===== src/rtl/instr_pingpong_ctrl_pkg.sv =====
// instr_pingpong_ctrl_pkg: state types and bank constants for the ping/pong instruction sequencer
package instr_pingpong_ctrl_pkg;
  typedef enum logic {L_IDLE, L_WRITE} load_state_t;
  typedef enum logic [1:0] {X_IDLE, X_SWAP, X_RUN, X_DRAIN} exec_state_t;
  localparam logic PING = 1'b0;
  localparam logic PONG = 1'b1;
  localparam int DRAIN_CYC_DEF = 8;
endpackage


===== src/rtl/instr_pingpong_ctrl_if.sv =====
// instr_pingpong_ctrl_if: host load, instruction-memory write and core fetch signals of the sequencer
interface instr_pingpong_ctrl_if #(
  parameter int ADDR_L = 10,
  parameter int INSTR_W = 64,
  parameter int CNT_W = 16
);
  logic host_load_start;
  logic [ADDR_L:0] host_load_len;
  logic host_load_ack;
  logic host_wr_vld;
  logic [INSTR_W-1:0] host_wr_data;
  logic host_wr_rdy;
  logic instr_we;
  logic [ADDR_L-1:0] instr_wr_addr;
  logic [INSTR_W-1:0] instr_wr_data;
  logic io_ping_wr;
  logic enable_execution;
  logic core_rd_vld;
  logic [ADDR_L-1:0] core_rd_addr;
  logic [1:0] bank_full;
  logic [CNT_W-1:0] blk_cnt;
  logic load_err;
  modport slave (
    input host_load_start, host_load_len, host_wr_vld, host_wr_data, core_rd_vld, core_rd_addr,
    output host_load_ack, host_wr_rdy, instr_we, instr_wr_addr, instr_wr_data, io_ping_wr,
    output enable_execution, bank_full, blk_cnt, load_err
  );
  modport master (
    output host_load_start, host_load_len, host_wr_vld, host_wr_data, core_rd_vld, core_rd_addr,
    input host_load_ack, host_wr_rdy, instr_we, instr_wr_addr, instr_wr_data, io_ping_wr,
    input enable_execution, bank_full, blk_cnt, load_err
  );
endinterface


===== src/rtl/instr_pingpong_ctrl.sv =====
// instr_pingpong_ctrl: loads host blocks into the fill bank and swaps/gates execution of the other bank
module instr_pingpong_ctrl
  import instr_pingpong_ctrl_pkg::*;
#(
  parameter int ADDR_L = 10,
  parameter int INSTR_W = 64,
  parameter int DRAIN_CYC = DRAIN_CYC_DEF,
  parameter int CNT_W = 16
) (
  input logic clk,
  input logic rst,
  instr_pingpong_ctrl_if.slave bus
);
  localparam int DW = $clog2(DRAIN_CYC + 1);
  localparam logic [DW-1:0] DRAIN_LAST = DW'(DRAIN_CYC - 1);
  localparam logic [ADDR_L:0] MAX_LEN = {1'b1, {ADDR_L{1'b0}}};
  localparam logic [ADDR_L:0] ONE = (ADDR_L + 1)'(1);
  load_state_t l_q, l_d;
  exec_state_t x_q, x_d;
  logic [1:0][ADDR_L:0] len_q, len_d;
  logic [ADDR_L:0] wr_ptr_q, wr_ptr_d;
  logic [ADDR_L-1:0] addr_q, addr_d;
  logic [INSTR_W-1:0] data_q, data_d;
  logic [CNT_W-1:0] cnt_q, cnt_d;
  logic [DW-1:0] drain_q, drain_d;
  logic [1:0] full_q, full_d;
  logic ack_q, ack_d, err_q, err_d, we_q, we_d, ping_q, ping_d, done_q, done_d;
  logic fill, exec, start_ok, wr_hs, wr_last, fetch_last, drain_last;
  always_comb begin
    fill = ping_q ? PING : PONG;
    exec = ~fill;
    wr_hs = (l_q == L_WRITE) && bus.host_wr_vld;
    wr_last = wr_ptr_q == len_q[fill] - ONE;
    // done_q covers the cycle between the last write and bank_full rising
    start_ok = (l_q == L_IDLE) && bus.host_load_start && !full_q[fill] && !done_q &&
               (bus.host_load_len != '0) && (bus.host_load_len <= MAX_LEN);
    fetch_last = (x_q == X_RUN) && bus.core_rd_vld && ({1'b0, bus.core_rd_addr} == len_q[exec] - ONE);
    drain_last = (x_q == X_DRAIN) && (drain_q == DRAIN_LAST);
    l_d = start_ok ? L_WRITE : (wr_hs && wr_last) ? L_IDLE : l_q;
    x_d = (x_q == X_IDLE) ? ((full_q[fill] && l_q == L_IDLE) ? X_SWAP : X_IDLE) :
          (x_q == X_SWAP) ? X_RUN :
          (x_q == X_RUN) ? (fetch_last ? X_DRAIN : X_RUN) :
          (drain_last ? X_IDLE : X_DRAIN);
    len_d = len_q;
    if (start_ok) len_d[fill] = bus.host_load_len;
    full_d = full_q;
    if (done_q) full_d[fill] = 1'b1;
    if (drain_last) full_d[exec] = 1'b0;
    wr_ptr_d = start_ok ? '0 : wr_hs ? wr_ptr_q + ONE : wr_ptr_q;
    addr_d = wr_hs ? wr_ptr_q[ADDR_L-1:0] : addr_q;
    data_d = wr_hs ? bus.host_wr_data : data_q;
    we_d = wr_hs;
    done_d = wr_hs && wr_last;
    ack_d = start_ok;
    err_d = (l_q == L_IDLE) && bus.host_load_start && !start_ok;
    ping_d = (x_q == X_SWAP) ? ~ping_q : ping_q;
    drain_d = (x_q == X_DRAIN) ? drain_q + DW'(1) : '0;
    cnt_d = drain_last ? cnt_q + CNT_W'(1) : cnt_q;
  end
  always_ff @(posedge clk) begin
    if (rst) begin
      l_q <= L_IDLE;
      x_q <= X_IDLE;
      len_q <= '0;
      wr_ptr_q <= '0;
      addr_q <= '0;
      data_q <= '0;
      cnt_q <= '0;
      drain_q <= '0;
      full_q <= '0;
      ack_q <= 1'b0;
      err_q <= 1'b0;
      we_q <= 1'b0;
      ping_q <= 1'b1;
      done_q <= 1'b0;
    end else begin
      l_q <= l_d;
      x_q <= x_d;
      len_q <= len_d;
      wr_ptr_q <= wr_ptr_d;
      addr_q <= addr_d;
      data_q <= data_d;
      cnt_q <= cnt_d;
      drain_q <= drain_d;
      full_q <= full_d;
      ack_q <= ack_d;
      err_q <= err_d;
      we_q <= we_d;
      ping_q <= ping_d;
      done_q <= done_d;
    end
  end
  assign bus.host_load_ack = ack_q;
  assign bus.load_err = err_q;
  assign bus.host_wr_rdy = l_q == L_WRITE;
  assign bus.instr_we = we_q;
  assign bus.instr_wr_addr = addr_q;
  assign bus.instr_wr_data = data_q;
  assign bus.io_ping_wr = ping_q;
  assign bus.enable_execution = x_q == X_RUN;
  assign bus.bank_full = full_q;
  assign bus.blk_cnt = cnt_q;
endmodule


===== src/flat_wrapper.sv =====
// flat-port wrapper written by rule: the top's interface ports become plain ports
module instr_pingpong_ctrl_flat import instr_pingpong_ctrl_pkg::*;
#(
  parameter int ADDR_L = 10,
  parameter int INSTR_W = 64,
  parameter int DRAIN_CYC = DRAIN_CYC_DEF,
  parameter int CNT_W = 16
)
  (clk, rst, bus_host_load_start, bus_host_load_len, bus_host_wr_vld, bus_host_wr_data, bus_core_rd_vld, bus_core_rd_addr, bus_host_load_ack, bus_host_wr_rdy, bus_instr_we, bus_instr_wr_addr, bus_instr_wr_data, bus_io_ping_wr, bus_enable_execution, bus_bank_full, bus_blk_cnt, bus_load_err);
  instr_pingpong_ctrl_if #(.ADDR_L(ADDR_L), .INSTR_W(INSTR_W), .CNT_W(CNT_W)) bus_i ();
  input logic clk;
  input logic rst;
  input wire logic [$bits(bus_i.host_load_start)-1:0] bus_host_load_start;
  input wire logic [$bits(bus_i.host_load_len)-1:0] bus_host_load_len;
  input wire logic [$bits(bus_i.host_wr_vld)-1:0] bus_host_wr_vld;
  input wire logic [$bits(bus_i.host_wr_data)-1:0] bus_host_wr_data;
  input wire logic [$bits(bus_i.core_rd_vld)-1:0] bus_core_rd_vld;
  input wire logic [$bits(bus_i.core_rd_addr)-1:0] bus_core_rd_addr;
  output wire logic [$bits(bus_i.host_load_ack)-1:0] bus_host_load_ack;
  output wire logic [$bits(bus_i.host_wr_rdy)-1:0] bus_host_wr_rdy;
  output wire logic [$bits(bus_i.instr_we)-1:0] bus_instr_we;
  output wire logic [$bits(bus_i.instr_wr_addr)-1:0] bus_instr_wr_addr;
  output wire logic [$bits(bus_i.instr_wr_data)-1:0] bus_instr_wr_data;
  output wire logic [$bits(bus_i.io_ping_wr)-1:0] bus_io_ping_wr;
  output wire logic [$bits(bus_i.enable_execution)-1:0] bus_enable_execution;
  output wire logic [$bits(bus_i.bank_full)-1:0] bus_bank_full;
  output wire logic [$bits(bus_i.blk_cnt)-1:0] bus_blk_cnt;
  output wire logic [$bits(bus_i.load_err)-1:0] bus_load_err;
  assign bus_i.host_load_start = bus_host_load_start;
  assign bus_i.host_load_len = bus_host_load_len;
  assign bus_i.host_wr_vld = bus_host_wr_vld;
  assign bus_i.host_wr_data = bus_host_wr_data;
  assign bus_i.core_rd_vld = bus_core_rd_vld;
  assign bus_i.core_rd_addr = bus_core_rd_addr;
  assign bus_host_load_ack = bus_i.host_load_ack;
  assign bus_host_wr_rdy = bus_i.host_wr_rdy;
  assign bus_instr_we = bus_i.instr_we;
  assign bus_instr_wr_addr = bus_i.instr_wr_addr;
  assign bus_instr_wr_data = bus_i.instr_wr_data;
  assign bus_io_ping_wr = bus_i.io_ping_wr;
  assign bus_enable_execution = bus_i.enable_execution;
  assign bus_bank_full = bus_i.bank_full;
  assign bus_blk_cnt = bus_i.blk_cnt;
  assign bus_load_err = bus_i.load_err;
  instr_pingpong_ctrl #(.ADDR_L(ADDR_L), .INSTR_W(INSTR_W), .DRAIN_CYC(DRAIN_CYC), .CNT_W(CNT_W)) u_core (.clk(clk), .rst(rst), .bus(bus_i));
endmodule

===== config.mk =====
export PLATFORM = sky130hd
export DESIGN_NAME = instr_pingpong_ctrl_flat
export DESIGN_NICKNAME = d
export VERILOG_FILES = /design/src/rtl/instr_pingpong_ctrl_pkg.sv /design/src/rtl/instr_pingpong_ctrl_if.sv /design/src/rtl/instr_pingpong_ctrl.sv /design/src/flat_wrapper.sv
export SDC_FILE = /design/constraint.sdc
export NUM_CORES = 1
export LEC_CHECK = 0
export CAP_MARGIN = 30
export CORE_ASPECT_RATIO = 1.5
export CORE_MARGIN = 3
export CORE_UTILIZATION = 30
export DETAILED_ROUTE_END_ITERATION = 12
export GPL_ROUTABILITY_DRIVEN = 0
export PLACE_DENSITY = 0.59
export RECOVER_POWER = 25
export SLEW_MARGIN = 20
export SYNTH_ARGS = -nofsm -noshare
export SYNTH_HDL_FRONTEND = slang
export SYNTH_SLANG_ARGS = --single-unit

===== constraint.sdc =====
create_clock -name clk -period 9.5 [get_ports clk]
set_input_delay 0.95 -clock clk [delete_from_list [all_inputs] [get_ports clk]]
set_output_delay 0.95 -clock clk [all_outputs]
set_load 0.05 [all_outputs]

==> results.yml, run 1 <==
power:
  pwr-share-clk_pct: 44.1
  vdd_drop_max_mv: 0.115
  powerDensity_nw_per_um2: 167
  seqPwrFrac_pct: 41.4
  internal-power_mw: 1.05
  p_leak_nw: 3.07
  switchingPower_mw: 0.407
  switching_share_pct: 28.0
  pwr-share-comb_pct: 14.5
clock_tree:
  post_cts_buffers: 0
  cts.sinks: 137
  clk_path_buf_depth: 2
  cts_hold_buffers: 0
  clk_pin_slew_worst_paths_ns: 0.07
  root_buffer: "clkbuf_16"
  htreeDepth: 4
  cts_resized: 0
  cts_inserted_buffers: 17
  clkLatencyLatePin_ns: 0.42
  cts_tree: "done"
synth:
  synth_top_cell_by_area: "dfxtp_1"
  synth_cell_type_count: 55
  synth_area_sq_um: 6100
  syn_inst: 744
  yosys_warnings: 0
  synth_common_cells: "185 x nand2_1, 137 x dfxtp_1, 101 x a21oi_1, 51 x nor2_1, 32 x mux2i_1"
  async_flop_share_pct: 0
  synth-edff-count: 0
  avgSynthCellArea_sq_um: 8.20
  synth_flop_cell: "dfxtp_1"
  synth-seq-cells: 137
  syn_nets: 839
  synth_most_common_cell: "nand2_1"
  netlist.area_leader.share_pct: 45.0
  seq_area_frac_synth_pct: 45.0
  synthTopCellsByArea: "dfxtp_1 45%, nand2_1 11%, a21oi_1 8.3%"
worst_setup_path:
  cp_slowest_cell: "clkbuf_1"
  crit_required_ns: 9.63
  worstSetupPathType: "in -> reg"
  r2r_slack_ns: 6.47
  cp_top_family: "buffers and inverters"
  r2r_end: "u_core.done_q"
  worst_r2r_path_depth: 8
  crit_fanout: 81
  crit_buf_inv: 2
  critPathCaptureType: "register"
  crit_top_cell: "clkbuf_1"
  path_cells: "clkbuf_1 -> clkbuf_1 -> a21oi_1"
  cp-start-kind: "input port"
  rr_startpoint: "u_core.bus.io_ping_wr"
  crit_path_max_incr_delay_ns: 2.74
  cp.arrival_ns: 5.33
route:
  route.detailed.wl_per_inst_um: 14.7
  drtIter0Drc: 312
  vias: 5566
  wl_met1_mm: 6.81
  ant_nets: 0
  dr.pass1.iters: 5
  dr_wl_met2_mm: 9.12
  drc: 0
  vias_per_cell: 4.70
  drt-total-wl_mm: 17.5
  highest_layer: "met4"
  dr_wl_met3_mm: 1.25
timing:
  finalClockSkew_ns: 0.0103
  fin_tns_setup_ns: 0
  max_freq_mhz: 192
  hold_slack_ns: 0.452
  finalCritPeriodShare_pct: 54.8
  slew_headroom_pct: -151
  hold_viol: 0
  fin_crit_ns: 5.20
  worstMarginPinSlew_ns: 3.76
  finalSetupViolations: 0
  maxSlewViolCount: 130
  rsz0062_at_grt: "false"
global_routing:
  track_usage_pct: 16.0
  grt_max_degree: 82
  grt_pass1_vias: 5467
  grt_first_pass_wirelength_mm: 28.3
  antenna_found_initial: 0
  grt_overflow: 0
placement:
  dp_hpwl_mm: 12.4
  port-buffer-count: 187
layout:
  area_growth_pct: 42.8
  final_nets: 1007
  drive_gt1_share_pct: 5.51
  num_antenna_cells: 0
worst_hold_path:
  worst_hold_startpoint: "u_core.bus.instr_wr_data[42]"
  whs_path_depth: 2
  hold_class: "reg -> reg"
  min_to: "u_core.bus.instr_wr_data[42]"
floorplan:
  die_x_um: 122
  start_util_pct: 30.7
  die_area_sq_um: 22100
  io_pins: 188
  fp-row-count: 63
  core_sq_um: 19900
  fp.dieH_um: 181
run_status:
  violations: "capacitance limit, slew limit"
  outcome: "finished, violations left"
flow_run:
  max_cap_viol_count: 2
==> layer usage <==
metal / global-route usage [%] / vias to the layer above
li1: - / 2848
met2: 28.5 / 147
met4: 5.20 / 0
met5: 0 / -
met3: 5.68 / 19
met1: 17.4 / 2552
==> power groups by stage <==
stage	combinational [mW]	sequential, mW	clock [mW]
2_1_floorplan	0.0934	0.649	0
3_3_place_gp	0.213	0.613	0
3_5_place_dp	0.213	0.614	0
4_1_cts	0.214	0.601	0.663
5_1_grt	0.229	0.603	0.686
6_report	0.211	0.601	0.641
==> per-stage QoR <==
stage	power, mW	setup slack, ns	cells	util (%)	area (sq um)
2_1_floorplan	0.742	5.87	744	-	6100
3_3_place_gp	0.826	5.76	1152	40.9	8130
3_5_place_dp	0.827	5.89	1153	41.0	8150
4_1_cts	1.48	6.26	1185	43.9	8710
5_1_grt	1.52	3.71	1185	43.8	8700
6_report	1.45	4.30	1185	43.8	8700
==> how the worst max path moves through the flow <==
| stage | startpoint | cells after the start | endpoint |
|---|---|---|---|
| after floorplan | u_core.bus.io_ping_wr | 13 | u_core.done_q |
| after global placement | bus_host_load_len[0] | 6 | u_core.len_q[11] |
| after detailed placement | bus_host_load_len[0] | 7 | u_core.len_q[19] |
| after CTS | u_core.bus.io_ping_wr | 2 | bus_io_ping_wr |
| after global routing | rst | 3 | u_core.bus.blk_cnt[12] |
| final | rst | 3 | u_core.bus.instr_wr_data[10] |
==> placed cells by master, fill, tap and decap left out, types with 3 or more instances in the layout <==
| cell type | Yosys | layout |
|---|---|---|
| nand2b_1 | 4 | 4 |
| mux2i_1 | 32 | 32 |
| nor2b_1 | 3 | 3 |
| and3_1 | 5 | 5 |
| inv_6 | 0 | 7 |
| nor2_1 | 51 | 51 |
| a22oi_1 | 3 | 3 |
| nand3_1 | 24 | 24 |
| nand4_1 | 4 | 4 |
| a21oi_1 | 101 | 101 |
| ha_1 | 5 | 5 |
| nor3_1 | 23 | 23 |
| clkdlybuf4s50_1 | 0 | 186 |
| clkinvlp_4 | 0 | 5 |
| clkbuf_1 | 28 | 3 |
| nor3b_1 | 4 | 4 |
| nand2_1 | 185 | 184 |
| xnor2_1 | 28 | 28 |
| o21ai_0 | 9 | 9 |
| clkbuf_16 | 0 | 17 |
| buf_4 | 4 | 4 |
| or3_1 | 10 | 10 |
| xor2_1 | 28 | 28 |
| dfxtp_1 | 137 | 136 |
==> registers in the layout, indices dropped and copies added, names as in the netlist <==
signal	flops
u_core.bus.io_ping_wr	1
u_core.bus.blk_cnt	16
u_core.bus.instr_wr_data	64
u_core.bus.instr_wr_addr	10
u_core.bus.bank_full	2
u_core.bus.load_err	1
u_core.len_q	22
u_core.x_q	2
u_core.bus.host_load_ack	1
u_core.wr_ptr_q	11
u_core.bus.host_wr_rdy	1
u_core.drain_q	4
u_core.done_q	1
u_core.bus.instr_we	1
==> kinds of logic (layout without fill, tap and decap cells) <==
group                      Yosys count  count (layout)  synth area share [%]
DFF                                137             137                  45.0
muxes                               35              35                  5.85
buffers and inverters               46             227                  3.41
AOI/OAI and AO/OA                  127             127                  11.3
adders and majority gates            5               5                  1.03
xor gates and xnor gates            56              56                  8.04
and+or+nand+nor                    338             338                  25.3
==> layout make-up <==
class / count / area (sq um)
Fill cell: 2044 / 11200
Multi-Input combinational cell: 561 / 3150
Sequential cell: 137 / 2740
Timing Repair Buffer: 193 / 1910
Clock buffer: 18 / 429
Tap cell: 260 / 325
Clock inverter: 14 / 138
Inverter: 2 / 7.51
==> tightest hold or removal path, stage by stage, from the launching register on <==
cell and delay, ns:
dfxtp_1 0.31, nand2_1 0.05, a21oi_1 0.05
Power figures use the tool's default switching activity.
==> run 2: changes to the inputs <==
--- a/config.mk
+++ b/config.mk
@@ -11,7 +11,7 @@
 export CORE_UTILIZATION = 30
 export DETAILED_ROUTE_END_ITERATION = 12
 export GPL_ROUTABILITY_DRIVEN = 0
-export PLACE_DENSITY = 0.59
+export PLACE_DENSITY = 0.62
 export RECOVER_POWER = 25
 export SLEW_MARGIN = 20
 export SYNTH_ARGS = -nofsm -noshare
==> constraint.sdc (replaced) <==
create_clock -name clk -period 4.7 [get_ports clk]
set_input_delay 0.47 -clock clk [delete_from_list [all_inputs] [get_ports clk]]
set_output_delay 0.47 -clock clk [all_outputs]
set_load 0.05 [all_outputs]
==> results.yml, run 2 (same netlist as run 1, synthesis figures left out) <==
power:
  pwr-share-comb_pct: 14.0
  seqPwrFrac_pct: 40.6
  switching_share_pct: 25.7
  powerDensity_nw_per_um2: 343
  pwr-share-clk_pct: 45.4
  vdd_drop_max_mv: 0.223
  switchingPower_mw: 0.772
  p_leak_nw: 3.11
  internal-power_mw: 2.24
clock_tree:
  post_cts_buffers: 0
  cts_tree: "done"
  cts.sinks: 137
  cts_hold_buffers: 0
  htreeDepth: 4
  clk_path_buf_depth: 2
  cts_resized: 0
  clkLatencyLatePin_ns: 0.41
  root_buffer: "clkbuf_16"
  clk_pin_slew_worst_paths_ns: 0.06
  cts_inserted_buffers: 17
timing:
  hold_viol: 0
  finalCritPeriodShare_pct: 78.3
  finalClockSkew_ns: 0.0122
  max_freq_mhz: 272
  fin_crit_ns: 3.68
  slew_headroom_pct: -3.21
  finalSetupViolations: 0
  rsz0062_at_grt: "false"
  maxSlewViolCount: 113
  fin_tns_setup_ns: 0
  worstMarginPinSlew_ns: 1.55
global_routing:
  grt_max_degree: 76
  track_usage_pct: 16.2
  antenna_found_initial: 2
  grt_pass1_vias: 5454
  grt_overflow: 0
  grt_first_pass_wirelength_mm: 28.5
worst_setup_path:
  crit_required_ns: 5.02
  crit_fanout: 36
  critPathCaptureType: "register"
  cp-start-kind: "register"
  worstSetupPathType: "reg -> reg"
  cp.arrival_ns: 4.01
floorplan:
  fp.dieH_um: 181
  fp-row-count: 63
  start_util_pct: 30.7
  die_x_um: 122
  die_area_sq_um: 22100
  io_pins: 188
  core_sq_um: 19900
layout:
  final_cell_mix: "186 x clkdlybuf4s50_1, 185 x nand2_1, 137 x dfxtp_1, 101 x a21oi_1, 52 x nor2_1"
  drive_gt1_share_pct: 5.29
  final_common_cell: "clkdlybuf4s50_1"
  finalNonFillerCells: 1187
  final_nets: 1008
  largest_reg_flops: 64
  area_growth_pct: 43.7
route:
  vias: 5575
  vias_per_cell: 4.70
  drtIter0Drc: 310
  route.detailed.wl_per_inst_um: 14.6
  dr.pass1.iters: 4
  drt-total-wl_mm: 17.3
  drc: 0
  ant_nets: 0
placement:
  port-buffer-count: 187
  dp_hpwl_mm: 12.4
  dp.cells: 1153
run_status:
  violations: "capacitance limit, slew limit"
  outcome: "finished, violations left"
flow_run:
  max_cap_viol_count: 2
worst_hold_path:
  hold_class: "reg -> reg"
run 2: cell types whose count changed in the layout (fill, tap and decap cells not counted), sizes merged:
cell	previous run	this run
clkinvlp	5	4
diode	0	1
buf	5	6
clkinv	1	5
clkbuf	20	22
inv	9	2
bufinv	1	3
run 2: worst max-delay path, stage by stage (launching register included):
cell and delay (ns):
dfxtp_1 1.33, buf_4 0.52, mux2i_1 0.36, o2111ai_1 0.22, or4_1 0.60, and3b_1 0.25, nor3_1 0.06, nor4b_2 0.24
run 2: layer usage:
metal | wire, um | GRT usage (%) | vias up
met5 | 13 | 0 | -
met1 | 6950 | 18.6 | 2558
met4 | 493 | 6.86 | 2
li1 | - | - | 2854
met2 | 8860 | 27.7 | 132
met3 | 1010 | 4.65 | 29
run 2: worst paths after layout:
check / start / to / slack [ns] / cells after the start
worst max-delay path: u_core.bus.io_ping_wr / u_core.done_q / 1.02 / 7
worst min-delay path: u_core.bus.instr_wr_data[47] / u_core.bus.instr_wr_data[47] / 0.45 / 2
worst max register to register: u_core.bus.io_ping_wr / u_core.done_q / 1.02 / 7
worst min register to register: u_core.bus.instr_wr_data[47] / u_core.bus.instr_wr_data[47] / 0.45 / 2
run 2: final cells by class:
type,count,area (sq um)
clock buffer,20,457
antenna,1,2.50
timing repair buffer,194,1930
tap,260,325
sequential,137,2740
multi-input combinational,561,3140
clock inverter,12,149
inverter,2,7.51
fill,2043,11100
run 2: per-stage QoR:
step / setup slack, ns / utilization (%) / total power [mW] / hold slack, ns / cell area [sq um]
2_1_floorplan: 1.07 / - / 1.50 / 0.433 / 6100
3_3_place_gp: 1.35 / 40.9 / 1.67 / 0.441 / 8130
3_5_place_dp: 1.56 / 41.0 / 1.67 / 0.447 / 8150
4_1_cts: 1.57 / 44.1 / 3.06 / 0.454 / 8750
5_1_grt: 0.700 / 44.1 / 3.14 / 0.473 / 8760
6_report: 1.02 / 44.1 / 3.01 / 0.451 / 8760
run 2: power by group through the flow:
stage               logic, mW  clock network (mW)  registers [mW]
floorplan               0.189                   0            1.31
global placement        0.421                   0            1.25
detailed placement      0.422                   0            1.25
CTS                     0.424                1.41            1.22
global route            0.458                1.46            1.23
finish                  0.421                1.36            1.22
==> run 3: changes to the inputs <==
--- a/config.mk
+++ b/config.mk
@@ -11,7 +11,7 @@
 export CORE_UTILIZATION = 30
 export DETAILED_ROUTE_END_ITERATION = 12
 export GPL_ROUTABILITY_DRIVEN = 0
-export PLACE_DENSITY = 0.62
+export PLACE_DENSITY = 0.59
 export RECOVER_POWER = 25
 export SLEW_MARGIN = 20
 export SYNTH_ARGS = -nofsm -noshare
==> constraint.sdc (replaced) <==
create_clock -name clk -period 3.7 [get_ports clk]
set_input_delay 0.37 -clock clk [delete_from_list [all_inputs] [get_ports clk]]
set_output_delay 0.37 -clock clk [all_outputs]
set_load 0.05 [all_outputs]
==> results.yml, run 3 (same netlist as run 1, synthesis figures left out) <==
timing:
  finalSetupViolations: 0
  fin_tns_setup_ns: 0
  hold_viol: 0
  rsz0062_at_grt: "false"
  fin_crit_ns: 2.88
  maxSlewViolCount: 82
  hold_slack_ns: 0.450
  finalCritPeriodShare_pct: 77.7
  max_freq_mhz: 348
  setup_slack_ns: 0.825
  finalClockSkew_ns: 0.0101
  slew_headroom_pct: -13.9
  worstMarginPinSlew_ns: 1.71
layout:
  largest_reg_flops: 64
  fin_util_pct: 43.9
  final_nets: 1008
  area_growth_pct: 43.0
  num_antenna_cells: 0
  final_common_cell: "nand2_1"
  drive_gt1_share_pct: 5.73
  final_cell_mix: "184 x nand2_1, 176 x clkdlybuf4s50_1, 136 x dfxtp_1, 101 x a21oi_1, 52 x nor2_1"
worst_setup_path:
  cp.arrival_ns: 3.18
  cp-start-kind: "register"
  crit_required_ns: 4.00
  path_cells: "mux2i_1 -> ha_1 -> o2111ai_1 -> or4_1 -> a211oi_2 -> nor3_1 -> nor4b_2"
  critPathCaptureType: "register"
  cp_slowest_cell: "dfxtp_2"
  cp_top_family: "simple AND/OR/NAND/NOR gates"
  rr_startpoint: "u_core.bus.io_ping_wr"
  crit_fanout: 29
  worstSetupPathType: "reg -> reg"
  crit_buf_inv: 0
  crit_path_max_incr_delay_ns: 0.71
  critPathLaunch: "u_core.bus.io_ping_wr"
floorplan:
  io_pins: 188
  start_util_pct: 30.7
  fp-row-count: 63
  fp.dieH_um: 181
  core_sq_um: 19900
  die_area_sq_um: 22100
  die_x_um: 122
clock_tree:
  clk_path_buf_depth: 2
  cts_tree: "done"
  clk_pin_slew_worst_paths_ns: 0.06
  cts.sinks: 137
  root_buffer: "clkbuf_16"
  cts_hold_buffers: 0
  htreeDepth: 4
  cts_inserted_buffers: 17
  cts_resized: 0
  clkLatencyLatePin_ns: 0.42
  post_cts_buffers: 0
route:
  drc: 0
  route.detailed.wl_per_inst_um: 14.7
  drtIter0Drc: 303
  vias: 5536
  drt-total-wl_mm: 17.4
  vias_per_cell: 4.67
  ant_nets: 0
  dr.pass1.iters: 5
placement:
  port-buffer-count: 187
  pre_cts_ws_ns: 0.841
  dp_hpwl_mm: 12.4
global_routing:
  grt_max_degree: 82
  grt_first_pass_wirelength_mm: 28.3
  grt_pass1_vias: 5502
  track_usage_pct: 15.9
  antenna_found_initial: 0
  grt_overflow: 0
run_status:
  outcome: "finished, violations left"
  violations: "capacitance limit, slew limit"
power:
  p_leak_nw: 3.14
  powerDensity_nw_per_um2: 425
  vdd_drop_max_mv: 0.205
worst_hold_path:
  worst_hold_startpoint: "u_core.bus.instr_wr_data[61]"
  hold_class: "reg -> reg"
flow_run:
  max_cap_viol_count: 1
run 3: cell type report:
type / count / area (sq um)
clock inverters: 11 / 97.6
fillers: 2022 / 11100
inverters: 2 / 7.51
multi-input cells: 561 / 3150
flip-flops and latches: 137 / 2740
repair buffers: 194 / 1930
clock buffers: 20 / 467
well taps: 260 / 325
run 3: per-layer routing:
metal	GRT usage, %	share of wire, %	up-vias	wire [um]
li1	-	-	2849	-
met1	18.1	42	2558	7220
met2	28.5	52	119	9000
met3	4.62	5.6	10	971
met4	4.71	0.99	0	172
met5	0	0	-	0
run 3: worst min-delay path, stage by stage, from the launching register on:
cell and delay (ns):
dfxtp_1 0.30, nand2_1 0.05, a21oi_1 0.05
run 3: path summary, 6_finish.rpt:
kind              cells past startpoint                      endpoint  slack [ns]
hold / removal                        2  u_core.bus.instr_wr_data[61]        0.45
setup reg to reg                      7                 u_core.done_q        0.82
setup / recovery                      7                 u_core.done_q        0.82
hold reg to reg                       2  u_core.bus.instr_wr_data[61]        0.45
run 3: metrics by stage:
step	cell area, sq um	power, mW	instances
floorplan	6100	1.91	744
global placement	8160	2.12	1154
detailed placement	8160	2.12	1154
CTS	8730	3.77	1185
global route	8720	3.86	1185
finish	8720	3.71	1185
run 3: report_power, final:
group	switching [mW]	internal (mW)	leakage, nW
sequential	0.0369	1.51	1.11
combinational	0.304	0.232	1.75
clock	0.648	0.972	0.282
total	0.988	2.72	3.14
